[src/rtl/mc8051_biu_mc_pkg.sv]
// Shared types and constants for the multi-channel 8051 bus interface unit.
package mc8051_biu_mc_pkg;

  typedef enum logic [1:0] {
    BIU_IDLE   = 2'd0,
    BIU_ACCESS = 2'd1,
    BIU_DONE   = 2'd2,
    BIU_ERR    = 2'd3
  } biu_state_e;

  localparam logic ARB_FIXED_MODE = 1'b0;
  localparam logic ARB_RR_MODE    = 1'b1;

  // Index width for n channels; a single channel still needs one bit.
  function automatic int idx_w(input int n);
    return (n > 1) ? $clog2(n) : 1;
  endfunction

endpackage

[src/rtl/mc8051_biu_mc_arb.sv]
// NCH-wide request arbiter: fixed priority or round-robin from an internal pointer.
module mc8051_biu_arb
  import mc8051_biu_mc_pkg::*;
#(
  parameter int NCH = 2,
  localparam int IW = idx_w(NCH)
) (
  input  logic           clk,
  input  logic           reset_n,
  input  logic [NCH-1:0] req,
  input  logic           mode,
  input  logic           adv,
  input  logic [IW-1:0]  adv_idx,
  output logic [NCH-1:0] grant,
  output logic [IW-1:0]  grant_idx,
  output logic           grant_vld
);

  logic [IW-1:0] ptr;
  int            idx;

  always_comb begin
    grant_vld = 1'b0;
    grant_idx = '0;
    grant     = '0;
    idx       = 0;
    for (int k = 0; k < NCH; k++) begin
      idx = (mode == ARB_RR_MODE) ? (int'(ptr) + k) % NCH : k;
      if (!grant_vld && req[idx]) begin
        grant_vld = 1'b1;
        grant_idx = IW'(idx);
      end
    end
    for (int c = 0; c < NCH; c++) begin
      grant[c] = grant_vld && (grant_idx == IW'(c));
    end
  end

  // The next search starts just past the channel that was last served.
  always_ff @(posedge clk or negedge reset_n) begin
    if (!reset_n) begin
      ptr <= '0;
    end else if (adv) begin
      ptr <= (adv_idx == IW'(NCH - 1)) ? '0 : adv_idx + IW'(1);
    end
  end

endmodule

[src/rtl/mc8051_biu_mc.sv]
// Multi-channel handshaked 8051 bus interface unit: arbitrates NCH requesters
// onto one memory/SFR bus with wait states and an optional access timeout.
module mc8051_biu_mc
  import mc8051_biu_mc_pkg::*;
#(
  parameter int NCH     = 2,
  parameter int AW      = 16,
  parameter int DW      = 8,
  parameter int ARB_RR  = 0,
  parameter int TIMEOUT = 16
) (
  input  logic              clk,
  input  logic              reset_n,
  input  logic [NCH-1:0]    i_req,
  input  logic [NCH-1:0]    i_req_we,
  input  logic [NCH-1:0]    i_req_psen,
  input  logic [NCH-1:0]    i_req_sfr,
  input  logic [NCH*AW-1:0] i_req_addr,
  input  logic [NCH*DW-1:0] i_req_wdata,
  output logic [NCH-1:0]    o_ack,
  output logic [NCH-1:0]    o_err,
  output logic [DW-1:0]     o_rdata,
  output logic              o_busy,
  output logic              mem_sfr_n,
  output logic              mem_we_n,
  output logic              mem_rd_n,
  output logic              mem_psen_n,
  output logic [AW-1:0]     mem_addr,
  output logic [DW-1:0]     mem_wdata,
  input  logic              mem_data_rdy,
  input  logic [DW-1:0]     mem_rdata
);

  localparam int IW = idx_w(NCH);
  localparam int CW = (TIMEOUT > 0) ? $clog2(TIMEOUT + 1) : 1;
  localparam logic [CW-1:0] CNT_LAST = CW'((TIMEOUT > 0) ? TIMEOUT - 1 : 0);
  localparam bit TO_EN = (TIMEOUT != 0);

  biu_state_e     state;
  logic [CW-1:0]  cnt;
  logic [IW-1:0]  gnt_idx;
  logic [NCH-1:0] gnt_oh;
  logic           acc_we;

  logic [NCH-1:0] arb_grant;
  logic [IW-1:0]  arb_idx;
  logic           arb_vld;

  logic [AW-1:0]  sel_addr;
  logic [DW-1:0]  sel_wdata;
  logic           sel_we;
  logic           sel_psen;
  logic           sel_sfr;

  mc8051_biu_arb #(
    .NCH(NCH)
  ) u_arb (
    .clk      (clk),
    .reset_n  (reset_n),
    .req      (i_req),
    .mode     ((ARB_RR != 0) ? ARB_RR_MODE : ARB_FIXED_MODE),
    .adv      ((state == BIU_DONE) || (state == BIU_ERR)),
    .adv_idx  (gnt_idx),
    .grant    (arb_grant),
    .grant_idx(arb_idx),
    .grant_vld(arb_vld)
  );

  always_comb begin
    sel_addr  = '0;
    sel_wdata = '0;
    sel_we    = 1'b0;
    sel_psen  = 1'b0;
    sel_sfr   = 1'b0;
    for (int c = 0; c < NCH; c++) begin
      if (arb_grant[c]) begin
        sel_addr  = i_req_addr[c*AW +: AW];
        sel_wdata = i_req_wdata[c*DW +: DW];
        sel_we    = i_req_we[c];
        sel_psen  = i_req_psen[c];
        sel_sfr   = i_req_sfr[c];
      end
    end
  end

  always_ff @(posedge clk or negedge reset_n) begin
    if (!reset_n) begin
      state      <= BIU_IDLE;
      cnt        <= '0;
      gnt_idx    <= '0;
      gnt_oh     <= '0;
      acc_we     <= 1'b0;
      o_ack      <= '0;
      o_err      <= '0;
      o_rdata    <= '0;
      o_busy     <= 1'b0;
      mem_sfr_n  <= 1'b1;
      mem_we_n   <= 1'b1;
      mem_rd_n   <= 1'b1;
      mem_psen_n <= 1'b1;
      mem_addr   <= '0;
      mem_wdata  <= '0;
    end else begin
      o_ack <= '0;
      o_err <= '0;
      case (state)
        BIU_IDLE: begin
          if (arb_vld) begin
            state      <= BIU_ACCESS;
            o_busy     <= 1'b1;
            cnt        <= '0;
            gnt_idx    <= arb_idx;
            gnt_oh     <= arb_grant;
            acc_we     <= sel_we;
            mem_addr   <= sel_addr;
            mem_wdata  <= sel_wdata;
            mem_sfr_n  <= ~sel_sfr;
            // Write dominates; psen only selects code space for reads.
            mem_we_n   <= ~sel_we;
            mem_psen_n <= ~(~sel_we & sel_psen);
            mem_rd_n   <= ~(~sel_we & ~sel_psen);
          end
        end
        BIU_ACCESS: begin
          cnt <= cnt + CW'(1);
          if (mem_data_rdy || (TO_EN && (cnt == CNT_LAST))) begin
            mem_we_n   <= 1'b1;
            mem_rd_n   <= 1'b1;
            mem_psen_n <= 1'b1;
            mem_sfr_n  <= 1'b1;
            // Ready beats a timeout landing in the same cycle.
            if (mem_data_rdy) begin
              state <= BIU_DONE;
              o_ack <= gnt_oh;
              if (!acc_we) begin
                o_rdata <= mem_rdata;
              end
            end else begin
              state <= BIU_ERR;
              o_err <= gnt_oh;
            end
          end
        end
        BIU_DONE, BIU_ERR: begin
          state  <= BIU_IDLE;
          o_busy <= 1'b0;
        end
        default: begin
          state  <= BIU_IDLE;
          o_busy <= 1'b0;
        end
      endcase
    end
  end

endmodule
[config.mk]
export PLATFORM = sky130hd
export DESIGN_NAME = mc8051_biu_mc
export DESIGN_NICKNAME = d
export VERILOG_FILES = /design/src/rtl/mc8051_biu_mc_pkg.sv /design/src/rtl/mc8051_biu_mc_arb.sv /design/src/rtl/mc8051_biu_mc.sv
export SDC_FILE = /design/constraint.sdc
export NUM_CORES = 1
export LEC_CHECK = 0
export ABC_AREA = 0
export BUFFER_PORTS_ARGS = -buffer_cell sky130_fd_sc_hd__buf_4
export CAP_MARGIN = 20
export CORE_MARGIN = 2
export CORE_UTILIZATION = 25
export CTS_CLUSTER_SIZE = 28
export DETAILED_ROUTE_END_ITERATION = 7
export PLACE_DENSITY = 0.54
export SKIP_LAST_GASP = 1
export SLEW_MARGIN = 40
export SYNTH_ARGS = -nofsm -noshare
export SYNTH_HDL_FRONTEND = slang
export SYNTH_SLANG_ARGS = --single-unit
[constraint.sdc]
create_clock -name clk -period 3.4 [get_ports clk]
set_input_delay 0.17 -clock clk [delete_from_list [all_inputs] [get_ports clk]]
set_output_delay 0.17 -clock clk [all_outputs]
set_load 0.01 [all_outputs]
# After elaboration in Yosys (flattened, before gate mapping)
# Index checks and enable logic that the tools add are counted.
# W data, S select, Z words.
[op_classes] bitwise=9 mux=36 n_reduce_logical=15 n_eq_ne=6 add_sub_neg=1
[op_table] cell="$mux W16" n=2
[op_table] cell="$mux W1" n=16
[op_table] cell="$mux W2" n=8
[op_table] cell="$mux W8" n=2
[op_table] cell="$pmux W1 S2" n=5
[op_table] cell="$pmux W5 S2" n=1
[op_table] cell="$reduce_and A2 Y1" n=4
[op_table] cell="$not A1 Y1" n=7
[op_table] cell="$pmux W2 S3" n=1
[op_table] cell="$add A5 B1 Y5 const B" n=1
[op_table] cell="$eq A5 B4 Y1 const B" n=1
[op_table] cell="$mux W5" n=1
[op_table] cell="$eq A2 B2 Y1 const B" n=2
[op_table] cell="$ne A2 B2 Y1 const B" n=2
[op_table] cell="$reduce_and A4 Y1" n=1
[op_table] cell="$reduce_bool A2 Y1" n=2
[op_table] cell="$logic_and A1 B1 Y1" n=3
[op_table] cell="$reduce_and A3 Y1" n=1
[op_table] cell="$and A1 B1 Y1" n=2
[op_table] cell="$eq A2 B1 Y1 const B" n=1
[op_table] cell="$logic_not A2 Y1" n=1
[op_table] cell="$reduce_or A2 Y1" n=1
[op_table] cell="$logic_not A1 Y1" n=1
[op_table] cell="$logic_or A1 B1 Y1" n=1
[totals] inputBits=67 word_cells=81 regBits=51 out_inout_bits=41

# Longest topological paths before layout
# Gate-level depths: netlist of the first run.
[depth] ltp_word=13 ltp_mapped=6 mapped_depth_nobuf=6

# Modules after synthesis
# From an unflattened synthesis of the first run, not the netlist that was laid out.
[unflattened] hier_cells=215 area_unflattened_um2=2418.6
[by_module_without_submodules] module="mc8051_biu_mc" area_per_inst_um2=2343.5 instances=1 cells_each=206 seq_area_each_um2=1306.3
[by_module_without_submodules] module="mc8051_biu_arb" area_per_inst_um2=75.1 instances=1 cells_each=9 seq_area_each_um2=25.0

# Worst setup path after synthesis of the first run
# Ideal clock, no wire load.
[synth_timing] kind="reg-to-reg" from="register cnt[0]" to="register mem_psen_n" slack_ns=1.684 synth_period_minus_slack_ns=1.716 path_stages_with_launch=7 setup_ns=0.086 required_time_ns=3.314 path_buffers=0 t_arrival_ns=1.630 cell_sequence="dfrtp_1 -> ha_1 -> and3_1 -> ha_1 -> or2_2 -> a221o_1 -> o41a_1"
[synth_between] elab_chain_len=4
[synth_lines] element="from (decl)" line="mc8051_biu_mc.sv:40" rtl="logic [CW-1:0] cnt;"
[synth_lines] element="from (signal assigned)" line="mc8051_biu_mc.sv:125" rtl="cnt <= cnt + CW'(1);"
[synth_lines] element="$eq A5 B4 Y1" line="mc8051_biu_mc.sv:126" rtl="if (mem_data_rdy || (TO_EN && (cnt == CNT_LAST))) begin"
[synth_lines] element="$logic_or A1 B1 Y1" line="mc8051_biu_mc.sv:126"
[synth_lines] element="$ne A2 B2 Y1 (no line)"
[synth_lines] element="$reduce_and A3 Y1 (no line)"
[synth_lines] element="to (signal assigned)" line="mc8051_biu_mc.sv:120" rtl="mem_psen_n <= ~(~sel_we & sel_psen);"
[synth_lines] element="to (decl)" line="mc8051_biu_mc.sv:27" rtl="output logic mem_psen_n,"
# No other way between the ends.
# A chain may end at the register's enable or synchronous reset.

# Final worst setup path of the first run
# Ends and elaborated chain as after synthesis.

==> summary.md, run 1 <==
| Metric | Value |
|---|---|
| Die Ht | `between 90 and 100 um` |
| Busiest grt layer | `met2` |
| TritonCTS Buffers | `5` |
| Commonest cells post-synth | `dfrtp_1, a221o_1, and2_1` |
| Max-slew headroom | `between 50% and 60%` |
| Placed Area | `roughly 0.0031 mm^2` |
| Area contributors post-synth | `dfrtp_1, a221o_1, mux2_2, and2_1, dfstp_2` |
| TritonCTS clock tree | `done` |
| Clock buffer depth | `2` |
| Hold Violations, Final | `0` |
| Antenna Nets Post-Route | `0` |
| Post-Synthesis Cells | `175` |
| Int Pwr | `1.674 mW` |
| Status | `finished, final reports clean` |
| Skew-Pair Late Insertion Delay | `~300 ps` |
| Total congestion overflow | `0` |
| Largest net degree at the start of global routing | `between 50 and 60` |
| Max-capacitance violation count | `0` |
| Gate power share | `between 40% and 50%` |
| Fin nets | `350` |
| Setup crit end kind | `register` |
| CTS resizes | `0` |
| Met1 Track Usage GR | `~17%` |
| Synth Register Bits | `51` |
| Gpl congestion | `roughly 0.76` |
| Top Ports | `108` |
| Post-route insts no fill | `390` |
| YS warnings | `0` |
| GRT Overall Usage | `roughly 12%` |
| Unrepaired setup endpoints after global routing | `false` |
| Sequential area share after synthesis | `57.79%` |
| Die X-Extent | `around 98 um` |
| Root buffer cell | `clkbuf_8` |
| PortBufs | `approximately 110` |
| Pre-CTS worst setup slack | `approximately 1500 ps` |
| PwrDens | `a little under 800 mW/mm^2` |
| Part of the power in registers | `between 40% and 50%` |
| Total power | `2.532 mW` |
| DP HPWL | `roughly 4000 um` |
| Cts-stage hold buffer count | `1` |
| Crit path kind | `reg -> reg` |
| Diodes inserted | `0` |
| Top FF cell, synth | `dfrtp_1` |
| Vias per cell | `approximately 4.6` |
| EDFF count, synth | `0` |
| Final period utilization | `a little over half` |
| WL per Instance | `~15 um` |
| Post-layout min period | `1830 ps` |
| Hold slack final | `91.96 ps` |
| Synth Net Count | `~240` |
| Max Freq | `~550 MHz` |
| Critical path required time | `3630 ps` |
| Largest fanout on the critical path | `4` |
| Synth Area per Inst | `roughly 13 um^2` |
| Worst vdd ir | `0.2536 mV` |
| Worst-path clk slew | `about 100 ps` |
| Inst Count DP | `between 300 and 400` |
| Area grow syn2layout | `45.99%` |
| Worst-Margin Slew | `about 700 ps` |
| Initial DRC count | `75` |
| Share of cells above drive strength 1 | `around 50%` |
| First-pass GRT wire length | `roughly 9600 um` |
| Lkg Pwr | `between 1.5 and 2 nW` |
| Final Core Density | `approximately 37%` |
| Sinks on the clock net | `around 50` |
| H-tree depth | `2` |
| Fraction of registers with async set/reset | `100.0%` |
| DRC | `0` |
| Met3 usage | `~3.1%` |
| Startpoint types | `register` |
| Synth top area share | `between 50% and 60%` |
| Initial antenna violation count | `0` |
| Area leader, netlist | `dfrtp_1` |
| Netlist cell types | `34` |
| Post-synthesis cell area | `0.002217 mm^2` |
| Vias | `~1800` |
| Number of global-route vias before repair | `~1900` |
| Most frequent cell after synthesis | `dfrtp_1` |
| Sw frac | `between 30% and 40%` |
| Setup violators final | `0` |
| Psw | `0.8576 mW` |
| Worst path arrival time | `approximately 2100 ps` |
| Routing usage on met2 | `around 20%` |
| Setup_tns | `0 ps` |
| Core Area | `~0.0087 mm^2` |
| Pins over their slew limit | `0` |
| Post-route cell area | `0.003237 mm^2` |
| Clock network power share | `around 15%` |
| DIE AREA | `slightly below 0.01 mm^2` |
| Drt pass-1 iters | `4` |
| Post-route setup slack | `approximately 1600 ps` |
| Clk_skew | `between 8 and 9 ps` |
| Starting Density | `between 20% and 30%` |
| Std cell rows | `34` |
| Setup Fix Bufs, Post-CTS | `0` |
| Final WL | `5698 um` |
| Hold Crit Class | `in -> reg` |
[path summary, 6_finish.rpt]
kind,from,endpoint,slack [ps],depth (start not counted)
hold / removal,i_req_addr[25],mem_addr[9],90,2
setup / recovery,cnt[0],mem_psen_n,1570,6
setup reg to reg,cnt[0],mem_psen_n,1570,6
min in group asynchronous,reset_n,o_ack[0],440,2
max in group asynchronous,reset_n,mem_addr[1],2520,2
hold reg to reg,cnt[3],cnt[3],470,1
[registers in the layout (all words and copies together), names as in the netlist]
| name | flops |
|---|---|
| acc_we | 1 |
| cnt | 5 |
| gnt_oh | 2 |
| mem_addr | 16 |
| mem_psen_n | 1 |
| mem_rd_n | 1 |
| mem_sfr_n | 1 |
| mem_wdata | 8 |
| mem_we_n | 1 |
| o_ack | 2 |
| o_busy | 1 |
| o_err | 2 |
| o_rdata | 8 |
| state | 2 |
[layout make-up]
class	count	area, um^2
fillers	886	5441
flip-flops and latches	51	1281
multi-input cells	111	888.4
repair buffers	109	820.8
well taps	108	135.1
clock buffers	8	100.1
inverters	3	11.26
[critical path, stage by stage, from the launching register on]
cell     delay (ps)
dfrtp_1         420
ha_1            240
and3_1          190
ha_1            210
or2_2           300
a221o_1         300
o41a_1          110
[layout by cell type (no fill, tap or decap), drive strengths merged, types with 3 or more instances in the layout]
| cell type | count |
|---|---|
| a221o | 20 |
| a22o | 6 |
| and2 | 20 |
| and3 | 5 |
| buf | 108 |
| clkbuf | 8 |
| dfrtp | 47 |
| dfstp | 4 |
| inv | 3 |
| mux2 | 14 |
| nand2 | 6 |
| nor2 | 8 |
| nor3b | 3 |
| o21ai | 5 |
| or2 | 3 |
[routing by layer]
layer  up-vias  share of wire, %
li1        860                 -
met1       851                46
met2        67                46
met3         5               6.9
met4         0              0.65
met5         -                 0
[power by group through the flow]
stage          clock (mW)  sequential, mW  combinational [mW]
2_1_floorplan           0            1.13               0.508
3_3_place_gp            0            1.05                1.10
3_5_place_dp            0            1.06                1.12
4_1_cts             0.408            1.05                1.11
5_1_grt             0.431            1.09                1.20
6_report            0.390            1.05                1.09
[cell families (layout without fill, tap and decap cells)]
group / count (synthesis) / after routing / synth area share, %
AOI/OAI and AO/OA: 44 / 44 / 17.16
adders and majority gates: 2 / 2 / 1.128
buffers and inverters: 13 / 120 / 2.821
DFF: 51 / 51 / 57.79
muxes: 16 / 16 / 8.014
and+or+nand+nor: 49 / 49 / 13.09
(Power assumes the default switching activity.)
==> inputs of run 2 (changes only) <==
ABC_AREA = 1   (was 0)
PLACE_DENSITY = 0.55   (was 0.54)
clock period = 1.5 ns   (was 3.4 ns; I/O delays follow)
==> summary.md, run 2 <==
| Metric | Value |
|---|---|
| Skew-Pair Late Insertion Delay | `300 ps (about the same)` |
| Initial antenna violation count | `0 (unchanged)` |
| Lkg Pwr | `1.906 nW (+22%)` |
| Worst path arrival time | `1650 ps (-410 ps)` |
| Worst-Margin Slew | `650.0 ps (-64.09 ps)` |
| Vias | `2225 (+25%)` |
| Max-capacitance violation count | `0 (unchanged)` |
| Max-slew headroom | `56.67% (+4.3 points)` |
| TritonCTS clock tree | `done` |
| Setup crit end kind | `register` |
| Pins over their slew limit | `0 (unchanged)` |
| Area contributors post-synth | `dfrtp_1, nand2_1, nand3_1, dfstp_2, inv_1` |
| Clock buffer depth | `2 (unchanged)` |
| Slowest CP cell | `dfrtp_1` |
| Area leader, netlist | `dfrtp_1` |
| Crit path kind | `reg -> reg` |
| H-tree depth | `2 (unchanged)` |
| Number of global-route vias before repair | `2261 (+20%)` |
| Synth Net Count | `329 (+35%)` |
| Setup_tns | `0 ps (unchanged)` |
| Top FF cell, synth | `dfrtp_1` |
| YS warnings | `0 (unchanged)` |
| Synth top area share | `51.96% (-1.1 points)` |
| Unrepaired setup endpoints after global routing | `true` |
| DIE AREA | `0.009831 mm^2 (+2.0%)` |
| Crit path buf inv count | `1 (+1)` |
| Final WL | `6384 um (+12%)` |
| Fraction of registers with async set/reset | `100.0% (unchanged)` |
| Slowest stage delay, CP | `360 ps (-60 ps)` |
| Share of cells above drive strength 1 | `35.10% (-15 points)` |
| Largest register FFs | `16 (unchanged)` |
| Most frequent cell after synthesis | `nand2_1` |
| GRT Overall Usage | `13.26% (+0.95 points)` |
| Synth Register Bits | `51 (unchanged)` |
| Worst-path clk slew | `90 ps (about the same)` |
| Post-synthesis cell area | `0.002263 mm^2 (+2.1%)` |
| WL per Instance | `12.18 um (-17%)` |
| Critical path required time | `1740 ps (-1890 ps)` |
| Die Ht | `99.15 um (+1.0%)` |
| Netlist cell types | `21 (-38%)` |
| Max Freq | `711.8 MHz (+30%)` |
| Final period utilization | `93.66% (+40 points)` |
| Vias per cell | `4.246 (-7.1%)` |
| Core Area | `0.008763 mm^2 (+0.98%)` |
| Area grow syn2layout | `66.00%` |
| Initial DRC count | `74 (-1.3%)` |
| Most common cell after layout, fill and taps aside | `buf_4` |
| Post-route insts no fill | `524 (+34%)` |
| DP HPWL | `4156 um (+3.4%)` |
| Inst Count DP | `471 (+24%)` |
| EDFF count, synth | `0 (unchanged)` |
| Die X-Extent | `99.15 um (+1.0%)` |
| Commonest cells post-synth | `nand2_1, dfrtp_1, nand3_1` |
| Synth Area per Inst | `8.705 um^2 (-31%)` |
| DRC | `0 (unchanged)` |
| Std cell rows | `34 (unchanged)` |
| PwrDens | `1554 mW/mm^2 (+99%)` |
| Largest fanout on the critical path | `5 (+1)` |
| Gpl congestion | `0.7325 (-3.3%)` |
| Crit path cell chain | `ha_2 -> nand2_2 -> nor2_2 -> ha_2 -> inv_1 -> nand2_1 -> nand2_2 -> nand2_4 -> nand2_2 -> nor2_1 -> nor2_1` |
| Hold Violations, Final | `0 (unchanged)` |
| Sinks on the clock net | `51 (unchanged)` |
| Hold Crit Class | `in -> reg` |
| Drt pass-1 iters | `5 (+1)` |
| Top Ports | `108 (unchanged)` |
| Commonest cells after routing, fill and taps aside | `buf_4, nand2_1, dfrtp_1, dlygate4sd3_1, nand3_1` |
| Diodes inserted | `0 (unchanged)` |
| Clk_skew | `6.791 ps (-1.843 ps)` |
| FILL cells | `831 (-6.2%)` |
| Biggest regs | `mem_addr: 16 flops, mem_wdata: 8 flops, o_rdata: 8 flops` |
| Fin nets | `484 (+38%)` |
| First-pass GRT wire length | `10560 um (+10%)` |
| Starting Density | `25.83% (+0.28 points)` |
| Sequential area share after synthesis | `56.61% (-1.2 points)` |
| Worst vdd ir | `0.5422 mV (+110%)` |
| Post-layout min period | `1405 ps (-424.7 ps)` |
| CP dominant cell by count | `nand2_2` |
| Largest net degree at the start of global routing | `52 (unchanged)` |
| Startpoint types | `register` |
| Top reg by flops | `mem_addr` |
| Status | `finished, final reports clean` |
| TritonCTS Buffers | `5 (unchanged)` |
| Crit path max-delay family | `simple AND/OR/NAND/NOR gates` |
| Root buffer cell | `clkbuf_8` |
| PortBufs | `107 (unchanged)` |
| Setup violators final | `0 (unchanged)` |
| Post-Synthesis Cells | `260 (+49%)` |
| Total congestion overflow | `0 (unchanged)` |
| Antenna Nets Post-Route | `0 (unchanged)` |
==> run 2: cell types whose count changed in the layout (fill, tap and decap cells not counted), moves of 14 or more <==
cell | previous run | this run
mux2_2 | 14 | 0
nand2_1 | 5 | 89
a221o_1 | 20 | 0
dlygate4sd3_1 | 1 | 40
and2_1 | 19 | 0
inv_1 | 3 | 22
nand3_1 | 0 | 26
==> run 2: per-stage QoR <==
| step | area [um^2] | util, % | power [mW] | setup slack [ps] | hold WS (ps) |
|---|---|---|---|---|---|
| after floorplan | 2263 | - | 3.615 | 78.09 | -220.6 |
| after CTS | 3677 | 41.96 | 5.761 | 1.267 | 8.091 |
| after global placement | 3196 | 36.46 | 4.827 | 73.04 | 157.2 |
| after global routing | 3757 | 42.88 | 6.317 | -26.23 | 16.09 |
| final | 3757 | 42.88 | 5.839 | 95.03 | 17.58 |
| after detailed placement | 3196 | 36.46 | 4.865 | 18.71 | 159.9 |
==> run 2: repair_timing <==
item                       in CTS  in global routing
setup buffers                   0                  5
hold buffers                   40                  0
setup endpoints to repair       0                 25
resized for setup               0                 11
hold endpoints to repair       68                  0
==> run 2: path summary, 6_finish.rpt <==
| kind | endpoint | slack [ps] | start | cells past startpoint |
|---|---|---|---|---|
| worst min-delay path | mem_addr[11] | 20 | i_req_addr[27] | 3 |
| worst max register to register | mem_rd_n | 100 | cnt[1] | 11 |
| min in group asynchronous | cnt[2] | 340 | reset_n | 2 |
| max in group asynchronous | mem_addr[4] | 730 | reset_n | 2 |
| worst max-delay path | mem_rd_n | 100 | cnt[1] | 11 |
| worst min register to register | o_rdata[0] | 490 | o_rdata[0] | 2 |
==> run 2: worst register-to-register path, delay by kind of cell, from the launching register on <==
| kind | cells | cell delay [ps] |
|---|---|---|
| fa+ha+maj | 2 | 350 |
| buf+inv | 1 | 30 |
| flops | 1 | 360 |
| simple gates | 8 | 610 |
==> run 2: cell families (layout without fill, tap and decap cells) <==
| family | Yosys count | count (layout) | synth area share [%] |
|---|---|---|---|
| flip-flops | 51 | 51 | 56.61 |
| adder cells (fa/ha/maj) | 2 | 2 | 1.105 |
| AND/OR/NAND/NOR | 145 | 145 | 28.08 |
| AO/OA/AOI/OAI | 28 | 28 | 6.357 |
| buffers and inverters | 34 | 190 | 7.850 |
==> run 2: power by group <==
| group | switching [mW] | leakage, nW | internal (mW) | total [mW] |
|---|---|---|---|---|
| registers | 0.327 | 0.633 | 1.98 | 2.31 |
| clock network | 0.456 | 0.0422 | 0.329 | 0.785 |
| logic | 1.37 | 1.23 | 1.37 | 2.75 |
==> run 2: per-layer routing <==
layer | up-vias | track usage (%) | share of wire [%]
met4 | 0 | 3.161 | 0.70
met1 | 1020 | 17.24 | 46
met3 | 7 | 2.670 | 5.1
met2 | 68 | 22.77 | 48
met5 | - | 0 | 0
li1 | 1130 | - | -
==> run 2: layout make-up <==
| type | count | area (um^2) | share of cell area (%) |
|---|---|---|---|
| Timing Repair Buffer | 157 | 1329 | 35.36 |
| Inverter | 25 | 96.34 | 2.564 |
| Multi-Input combinational cell | 175 | 834.6 | 22.21 |
| Clock inverter | 1 | 5.005 | 0.1332 |
| Tap cell | 108 | 135.1 | 3.596 |
| Sequential cell | 51 | 1281 | 34.10 |
| Clock buffer | 7 | 76.32 | 2.031 |
